File: config.mk
export PLATFORM = sky130hd
export DESIGN_NAME = barrett_mu_precomp
export DESIGN_NICKNAME = d
export VERILOG_FILES = /design/src/rtl/barrett_pkg.sv /design/src/rtl/leading_one_detect.sv /design/src/rtl/barrett_mu_precomp.sv
export SDC_FILE = /design/constraint.sdc
export NUM_CORES = 1
export LEC_CHECK = 0
export CORE_MARGIN = 5
export CORE_UTILIZATION = 56
export CTS_CLUSTER_DIAMETER = 60
export DETAILED_ROUTE_END_ITERATION = 16
export GPL_TIMING_DRIVEN = 0
export PLACE_DENSITY_LB_ADDON = 0.25
export REMOVE_ABC_BUFFERS = 1
export SYNTH_ARGS = -nofsm -noshare
export SYNTH_HDL_FRONTEND = slang
export SYNTH_SLANG_ARGS = --single-unit
File: constraint.sdc
create_clock -name clk_i -period 13.6 [get_ports clk_i]
set_input_delay 4.08 -clock clk_i [delete_from_list [all_inputs] [get_ports clk_i]]
set_output_delay 4.08 -clock clk_i [all_outputs]
set_load 0.01 [all_outputs]
File: src/rtl/barrett_pkg.sv
// Shared definitions for the Barrett setup stage and its consumer.
package barrett_pkg;

    // Control states of the mu precompute divider.
    typedef enum logic [1:0] {
        IDLE,
        CALC,
        DONE
    } bmu_state_e;

    localparam int DATA_W_DEF = 64;

    // mu = floor(2^(2k)/m) peaks at 2^(k+1) when m = 2^(k-1), so two extra bits.
    function automatic int mu_width(input int dw);
        return dw + 2;
    endfunction

endpackage

File: src/rtl/leading_one_detect.sv
// Bit length of m: 1 + index of the most-significant set bit, 0 when m is zero.
module leading_one_detect
    import barrett_pkg::*;
#(
    parameter int DATA_W = DATA_W_DEF,
    parameter int K_W    = $clog2(DATA_W + 1)
) (
    input  logic [DATA_W-1:0] m,
    output logic [K_W-1:0]    k
);

    // Scan upward so the highest set bit wins.
    always_comb begin
        k = '0;
        for (int i = 0; i < DATA_W; i++) begin
            if (m[i]) begin
                k = K_W'(i + 1);
            end
        end
    end

endmodule

File: src/rtl/barrett_mu_precomp.sv
// Computes k = bitlen(m) and mu = floor(2^(2k)/m) with a one-bit-per-cycle
// restoring divider, for direct use by the Barrett reduction stage.
module barrett_mu_precomp
    import barrett_pkg::*;
#(
    parameter int DATA_W = DATA_W_DEF,
    parameter int MU_W   = mu_width(DATA_W),
    parameter int CNT_W  = $clog2(2 * DATA_W + 2)
) (
    input  logic                         clk_i,
    input  logic                         rst_i,
    input  logic                         start_i,
    input  logic [DATA_W-1:0]            m_i,
    output logic                         busy_o,
    output logic                         valid_o,
    output logic                         err_o,
    output logic [$clog2(DATA_W+1)-1:0]  k_o,
    output logic [DATA_W-1:0]            m_o,
    output logic [MU_W-1:0]              mu_o
);

    localparam int K_W = $clog2(DATA_W + 1);
    localparam int R_W = DATA_W + 1;

    bmu_state_e        r_state;
    bmu_state_e        w_state_next;

    logic [DATA_W-1:0] r_m;
    logic [K_W-1:0]    r_k;
    logic [MU_W-1:0]   r_mu;
    logic [MU_W-1:0]   r_q;
    logic [R_W-1:0]    r_r;
    logic [CNT_W-1:0]  r_cnt;
    logic              r_valid;
    logic              r_err;

    logic [K_W-1:0]    w_k_det;
    logic              w_m_zero;
    logic              w_accept;
    logic              w_last;
    logic [CNT_W-1:0]  w_two_k;
    logic              w_d;
    logic [R_W-1:0]    w_r_shift;
    logic              w_qbit;
    logic [R_W-1:0]    w_r_next;
    logic [MU_W-1:0]   w_q_next;

    leading_one_detect #(
        .DATA_W (DATA_W),
        .K_W    (K_W)
    ) u_lod (
        .m (m_i),
        .k (w_k_det)
    );

    assign w_m_zero = (m_i == '0);
    // A start coinciding with the valid pulse is dropped; IDLE picks it up next cycle.
    assign w_accept = (r_state == IDLE) && start_i && !r_valid;
    assign w_last   = (r_cnt == '0);
    assign w_two_k  = CNT_W'({r_k, 1'b0});

    // One restoring-division step: dividend is 2^(2k), so only its top bit is set.
    always_comb begin
        w_d       = (r_cnt == w_two_k);
        // r < m always, so dropping r's top bit before the shift loses nothing.
        w_r_shift = R_W'({r_r, w_d});
        w_qbit    = (w_r_shift >= {1'b0, r_m});
        w_r_next  = w_qbit ? (w_r_shift - {1'b0, r_m}) : w_r_shift;
        w_q_next  = MU_W'({r_q, w_qbit});
    end

    // State register.
    always_ff @(posedge clk_i or posedge rst_i) begin
        if (rst_i) begin
            r_state <= IDLE;
        end else begin
            r_state <= w_state_next;
        end
    end

    // Next-state logic.
    always_comb begin
        w_state_next = r_state;
        case (r_state)
            IDLE: begin
                if (w_accept) begin
                    w_state_next = w_m_zero ? DONE : CALC;
                end
            end
            CALC: begin
                if (w_last) begin
                    w_state_next = DONE;
                end
            end
            DONE:    w_state_next = IDLE;
            default: w_state_next = IDLE;
        endcase
    end

    // Output decode.
    always_comb begin
        busy_o  = (r_state != IDLE);
        valid_o = r_valid;
        err_o   = r_err;
        k_o     = r_k;
        m_o     = r_m;
        mu_o    = r_mu;
    end

    // Operand latch, divider registers and result registers.
    always_ff @(posedge clk_i or posedge rst_i) begin
        if (rst_i) begin
            r_m     <= '0;
            r_k     <= '0;
            r_mu    <= '0;
            r_q     <= '0;
            r_r     <= '0;
            r_cnt   <= '0;
            r_valid <= 1'b0;
            r_err   <= 1'b0;
        end else begin
            r_valid <= (r_state == DONE);
            case (r_state)
                IDLE: begin
                    if (w_accept) begin
                        r_m   <= m_i;
                        r_k   <= w_k_det;
                        r_err <= w_m_zero;
                        r_r   <= '0;
                        r_q   <= '0;
                        r_cnt <= CNT_W'({w_k_det, 1'b0});
                        if (w_m_zero) begin
                            r_mu <= '0;
                        end
                    end
                end
                CALC: begin
                    r_r <= w_r_next;
                    r_q <= w_q_next;
                    if (w_last) begin
                        r_mu <= w_q_next;
                    end else begin
                        r_cnt <= r_cnt - 1'b1;
                    end
                end
                default: ;
            endcase
        end
    end

endmodule

; After elaboration in Yosys (flattened, before gate mapping)
; Cells that the tools add are included.
[totals]
input_bits = 67
elab_cells = 112
regBits = 278
[op_classes]
reduce_logical = 13
add_sub_neg = 2
magnitude_cmp = 1
eq_ne = 7
muxes = 80
[op_table]
columns = cell, count
row1 = two-way mux 66 bit, 3
row2 = two-way mux 6 bit, 32
row3 = case mux 66 bit (2 select lines), 1
row4 = case mux 65 bit (2 select lines), 1
row5 = two-way mux 64 bit, 2
row6 = case mux 64 bit (2 select lines), 1
row7 = two-way mux 5 bit, 16
row8 = >= comparator 65 x 64 -> 1 bit, 1
row9 = two-way mux 65 bit, 1
row10 = logical NOT 64 bit, 1
row11 = subtractor 64 bit, 1
row12 = two-way mux 4 bit, 8
row13 = two-way mux 8 bit, 2
row14 = case mux 8 bit (2 select lines), 1
row15 = two-way mux 3 bit, 4
row16 = two-way mux 2 bit, 5
row17 = equality test 8 bit, 1
row18 = logical NOT 8 bit, 1
row19 = != test 2 bit (second input constant), 4
row20 = subtractor 8 x 1 -> 8 bit (second input constant), 1
row21 = two-way mux 7 bit, 1
row22 = AND reduction 2 bit, 3
row23 = case mux 2 bit (2 select lines), 1
row24 = AND reduction 4 bit, 1
row25 = other kinds (8), 10

; Logic depth before layout (Yosys ltp)
; Gate-level depths: netlist (run 1).
[logic_depth]
depth_word = 66
mapped_depth = 16
mapped_depth_nobuf = 14

; Modules after synthesis
; From an unflattened synthesis (run 1), not the netlist that was laid out.
[unflattened]
hier_cells = 1910
hier_area_um2 = 15964.1
[modules_own_cells]
columns = mod, cells_each, instances, area_each_um2
row1 = barrett_mu_precomp, 1768, 1, 15149.5
row2 = leading_one_detect, 142, 1, 814.5

; Least setup slack after synthesis (run 1)
; Ideal clock, no wire load.
[synth_path]
path_type = input to register
from = input port m_i[19]
to = register r_mu[65], in the netlist mu_o[65]
path_buffers = 2
cell_stages = 9
slack_ps = 7462
setup_ps = 135
required_time_ps = 13465
t_arrival_ps = 6003
path_cell_list = or4_1 -> nor2b_1 -> nand4_1 -> nor4_1 -> o21ai_1 -> clkbuf_1 -> clkbuf_1 -> nand2_1 -> o21ai_0
[synth_between]
elab_chain_cells = 3
[synth_lines]
columns = item, line_no
row1 = from (decl), barrett_mu_precomp.sv:13  ; input logic [DATA_W-1:0] m_i,
row2 = logical NOT 64 bit, barrett_mu_precomp.sv:56  ; assign w_m_zero = (m_i == '0);
row3 = != test 2 bit (no source line), -
row4 = AND reduction 4 bit (no source line), -
row5 = to (signal assigned), barrett_mu_precomp.sv:141  ; r_mu <= w_q_next;
row6 = to (decl), barrett_mu_precomp.sv:30  ; logic [MU_W-1:0] r_mu;
; Every way passes these cells.
; A chain may end at the register's enable or synchronous reset.

; Worst setup path in the final report (run 1)
[layout_path]
from = input port m_i[20]
to = register r_mu[45], in the netlist mu_o[45]
; The elaborated chain is that of the path after synthesis.

==> flow_summary.yaml, run 1 <==
grt:
  antenna_found_initial: 1
  grt_pass1_vias: 13926
  track_usage_pct: 27.19
  grt_max_degree: 129
  grt_overflow_total: 0
  grt_pass1_wl_mm: 71.13
worst_setup_path:
  r2r-end: "r_r[62]$_DFFE_PP0P_"
  critical_path_class: "in2reg"
  critPathCapture: "mu_o[45]$_DFFE_PP0P_"
  crit_arrival_ns: 7.52
  cp_max_fo: 42
  ff2ff_setup_slack_ns: 9.23
  startpoint: "m_i[20]"
  cp-end-kind: "flop"
  regToRegStartpoint: "m_o[63]$_DFFE_PP0P_"
  cp-start-kind: "input pin"
  critPathRequiredTime_ns: 14.05
  ff2ff_path_depth: 14
timing:
  worst_pin_slew_ns: 1.057
  maxSlewViolCount: 0
  finalSetupViolCount: 0
  period_minus_slack_ns: 7.069
  rsz0062_at_grt: "no"
  period_share_pct: 51.98
  setup_ws_ns: 6.531
  clock.fmax_mhz: 141.5
  hold_viol: 0
  finClkSkew_ns: 0.009145
  slew-limit-headroom_pct: 29.53
yosys:
  synth_most_common_cell: "nand2_1"
  netlist_area_um2: 15810
  synth-seq-cells: 277
  synth_top_cells_by_area: "dfrtp_1 44%, nand2_1 10%, o21ai_0 6.1%, ha_1 5.2%, a21oi_1 2.6%"
  ys.flop_type: "dfrtp_1"
  yosys.area.top_type: "dfrtp_1"
  synthCells: 1878
  synth_commonest_cells: "428 x nand2_1, 277 x dfrtp_1, 192 x o21ai_0"
  synth.distinct_cells: 69
  async_flop_share_pct: 100.0
  synth_edf_count: 0
  postSynthAreaPerCell_um2: 8.417
  yosys.area.top_type_share_pct: 43.85
  yosysWarnings: 0
  ys_seq_area_share_pct: 43.85
clock_network:
  cts-resized-gates: 0
  postCtsHoldBufs: 0
  cts.sinks: 277
  cts_max_level: 1
  postCtsSetupBuffers: 0
  clk_pin_slew_worst_paths_ns: 0.06
  cts_tree: "yes"
  root_buffer: "clkbuf_16"
  clockBufferDepth: 3
  cts_made_buffers: 31
  insertion_delay_ns: 0.58
placed_design:
  preCtsSetupSlack_ns: 6.066
  place.gp.congestion: 0.9099
  io_buffers: 206
  dpl.hpwl_mm: 31.46
  placed_cell_area_um2: 18350
cells_and_area:
  syn_to_final_growth_pct: 22.98
  n_antenna_cell: 0
  design_area_um2: 19440
  final_net_count: 2170
  drive_above_1_share_pct: 4.612
  fin_util_pct: 69.78
pwr:
  leakagePower_uw: 0.008901
  power_frac_comb_pct: 60.8
  p_sw_share_pct: 44.76
  p_clk_share_pct: 14.7
  internal_power_uw: 3312
  p_seq_share_pct: 24.5
  p_switching_uw: 2684
  finalPower_uw: 5996
  max-vdd-ir-drop_mv: 0.1432
  power_density_nw_per_um2: 308.4
floorplanning:
  rows: 61
  dieArea_um2: 31690
  coreArea_um2: 27860
  floorplan.die.height_um: 178.0
  io_pins: 207
  start_util_pct: 56.74
  die_w_um: 178.0
job:
  max_cap_violations: 0
routing:
  dr.pass1.iters: 6
  ant_nets: 0
  wl_per_cell_um: 17.93
  drc: 0
  drt-initial-drc-count: 1390
  wl_mm: 43.70
  num_vias: 14557
  viasPerCell: 5.971
outcome:
  status: "finished clean"
min_path:
  hold_class: "reg2reg"
power by group through the flow:
| stage | Clock [uW] | Sequential (uW) | Combinational [uW] |
|---|---|---|---|
| detailed placement | 0 | 1470 | 3590 |
| CTS | 893 | 1470 | 3620 |
| global placement | 0 | 1470 | 3450 |
| global route | 930 | 1520 | 4020 |
| floorplan | 0 | 1510 | 2380 |
| finish | 881 | 1470 | 3640 |
registers in the layout, indices dropped and copies added, names as in the netlist:
signal,flops
r_r,64
valid_o,1
r_q,65
m_o,64
err_o,1
k_o,6
r_state,2
r_cnt,8
mu_o,66
worst min path at each step:
stage / endpoint / start / slack (ns) / depth (start not counted)
CTS: r_q[5]$_DFFE_PP0P_ / r_q[5]$_DFFE_PP0P_ / 0.48 / 2
global route: r_q[14]$_DFFE_PP0P_ / r_q[14]$_DFFE_PP0P_ / 0.50 / 2
global placement: r_q[1]$_DFFE_PP0P_ / r_q[1]$_DFFE_PP0P_ / 0.46 / 2
finish: r_q[56]$_DFFE_PP0P_ / r_q[56]$_DFFE_PP0P_ / 0.47 / 2
detailed placement: r_q[5]$_DFFE_PP0P_ / r_q[5]$_DFFE_PP0P_ / 0.46 / 2
floorplan: r_q[64]$_DFFE_PP0P_ / r_q[64]$_DFFE_PP0P_ / 0.45 / 2
critical path, cell delays in order:
cell and delay [ns]:
clkdlybuf4s50_1 0.49, or4_1 0.58, nor2b_1 0.30, nand4_1 0.25, nor4_1 0.88, o21ai_4 0.30, buf_12 0.27, buf_12 0.18
nand2_1 0.08, o21ai_0 0.10
through the flow:
step | cells | hold WS [ns] | TNS, ns
finish | 2438 | 0.4749 | 0
global route | 2438 | 0.4990 | 0
CTS | 2438 | 0.4772 | 0
detailed placement | 2381 | 0.4621 | 0
global placement | 2360 | 0.4576 | -2286.97
floorplan | 1776 | 0.4457 | -344.37
layout make-up:
type	instances	area, um2
Clock buffer	47	945.9
Inverter	103	394.1
Tap cell	378	473.0
Timing Repair Buffer	227	2457
Fill cell	2198	8418
Sequential cell	277	6932
Clock inverter	10	147.6
Multi-Input combinational cell	1396	8090
cell usage in the layout, fill, tap and decap left out, types with 31 or more instances in the layout:
cell type	netlist	final
dfrtp_1	277	277
nor3_1	38	38
clkbuf_16	0	31
inv_1	103	102
a21oi_1	81	81
nand3_1	68	68
o21ai_0	192	192
mux2i_1	36	36
nor4_1	38	38
ha_1	66	66
nand2_1	428	428
clkdlybuf4s50_1	0	206
nor2_1	82	81
per-layer routing:
layer / vias to the layer above / share of wire, % / global-route usage [%]
met2: 538 / 46 / 43.76
met1: 7001 / 44 / 38.29
li1: 6929 / - / -
met3: 87 / 7.1 / 4.621
met4: 2 / 3.0 / 7.541
met5: - / 0.030 / 0
cells by family (layout without fill, tap and decap cells):
family / Yosys count / after routing / share of synthesized area, %
AO/OA/AOI/OAI: 478 / 478 / 18.83
XOR/XNOR: 48 / 48 / 2.659
adder cells (fa/ha/maj): 67 / 67 / 5.351
buffers and inverters: 205 / 387 / 5.216
flip-flops: 277 / 277 / 43.85
multiplexers: 38 / 38 / 2.422
AND/OR/NAND/NOR: 765 / 765 / 21.67
(Power assumes the default switching activity.)
==> run 2, diff against run 1 <==
clock period = 6.9 ns   (was 13.6 ns; I/O delays follow)
==> results of run 2 <==
Same layout as run 1 (identical final DEF). Status: finished clean.
Among the figures that moved: setup slack after placement 6.066 ns -> 1.376 ns; setup slack after layout 6.531 ns -> 1.841 ns; register-to-register setup slack 9.23 ns -> 2.53 ns; total power 5996 uW -> 11820 uW; worst IR drop on VDD 0.1432 mV -> 0.2822 mV
==> run 3, diff against run 2 <==
clock period = 4.8 ns   (was 6.9 ns; I/O delays follow)
==> results of run 3 <==
Same layout as run 1 (identical final DEF). Status: finished clean.
Among the figures that moved: setup slack after placement 6.066 ns -> -0.09450 ns; setup slack after layout 6.531 ns -> 0.3711 ns; register-to-register setup slack 9.23 ns -> 0.43 ns; total power 5996 uW -> 16990 uW; worst IR drop on VDD 0.1432 mV -> 0.4056 mV
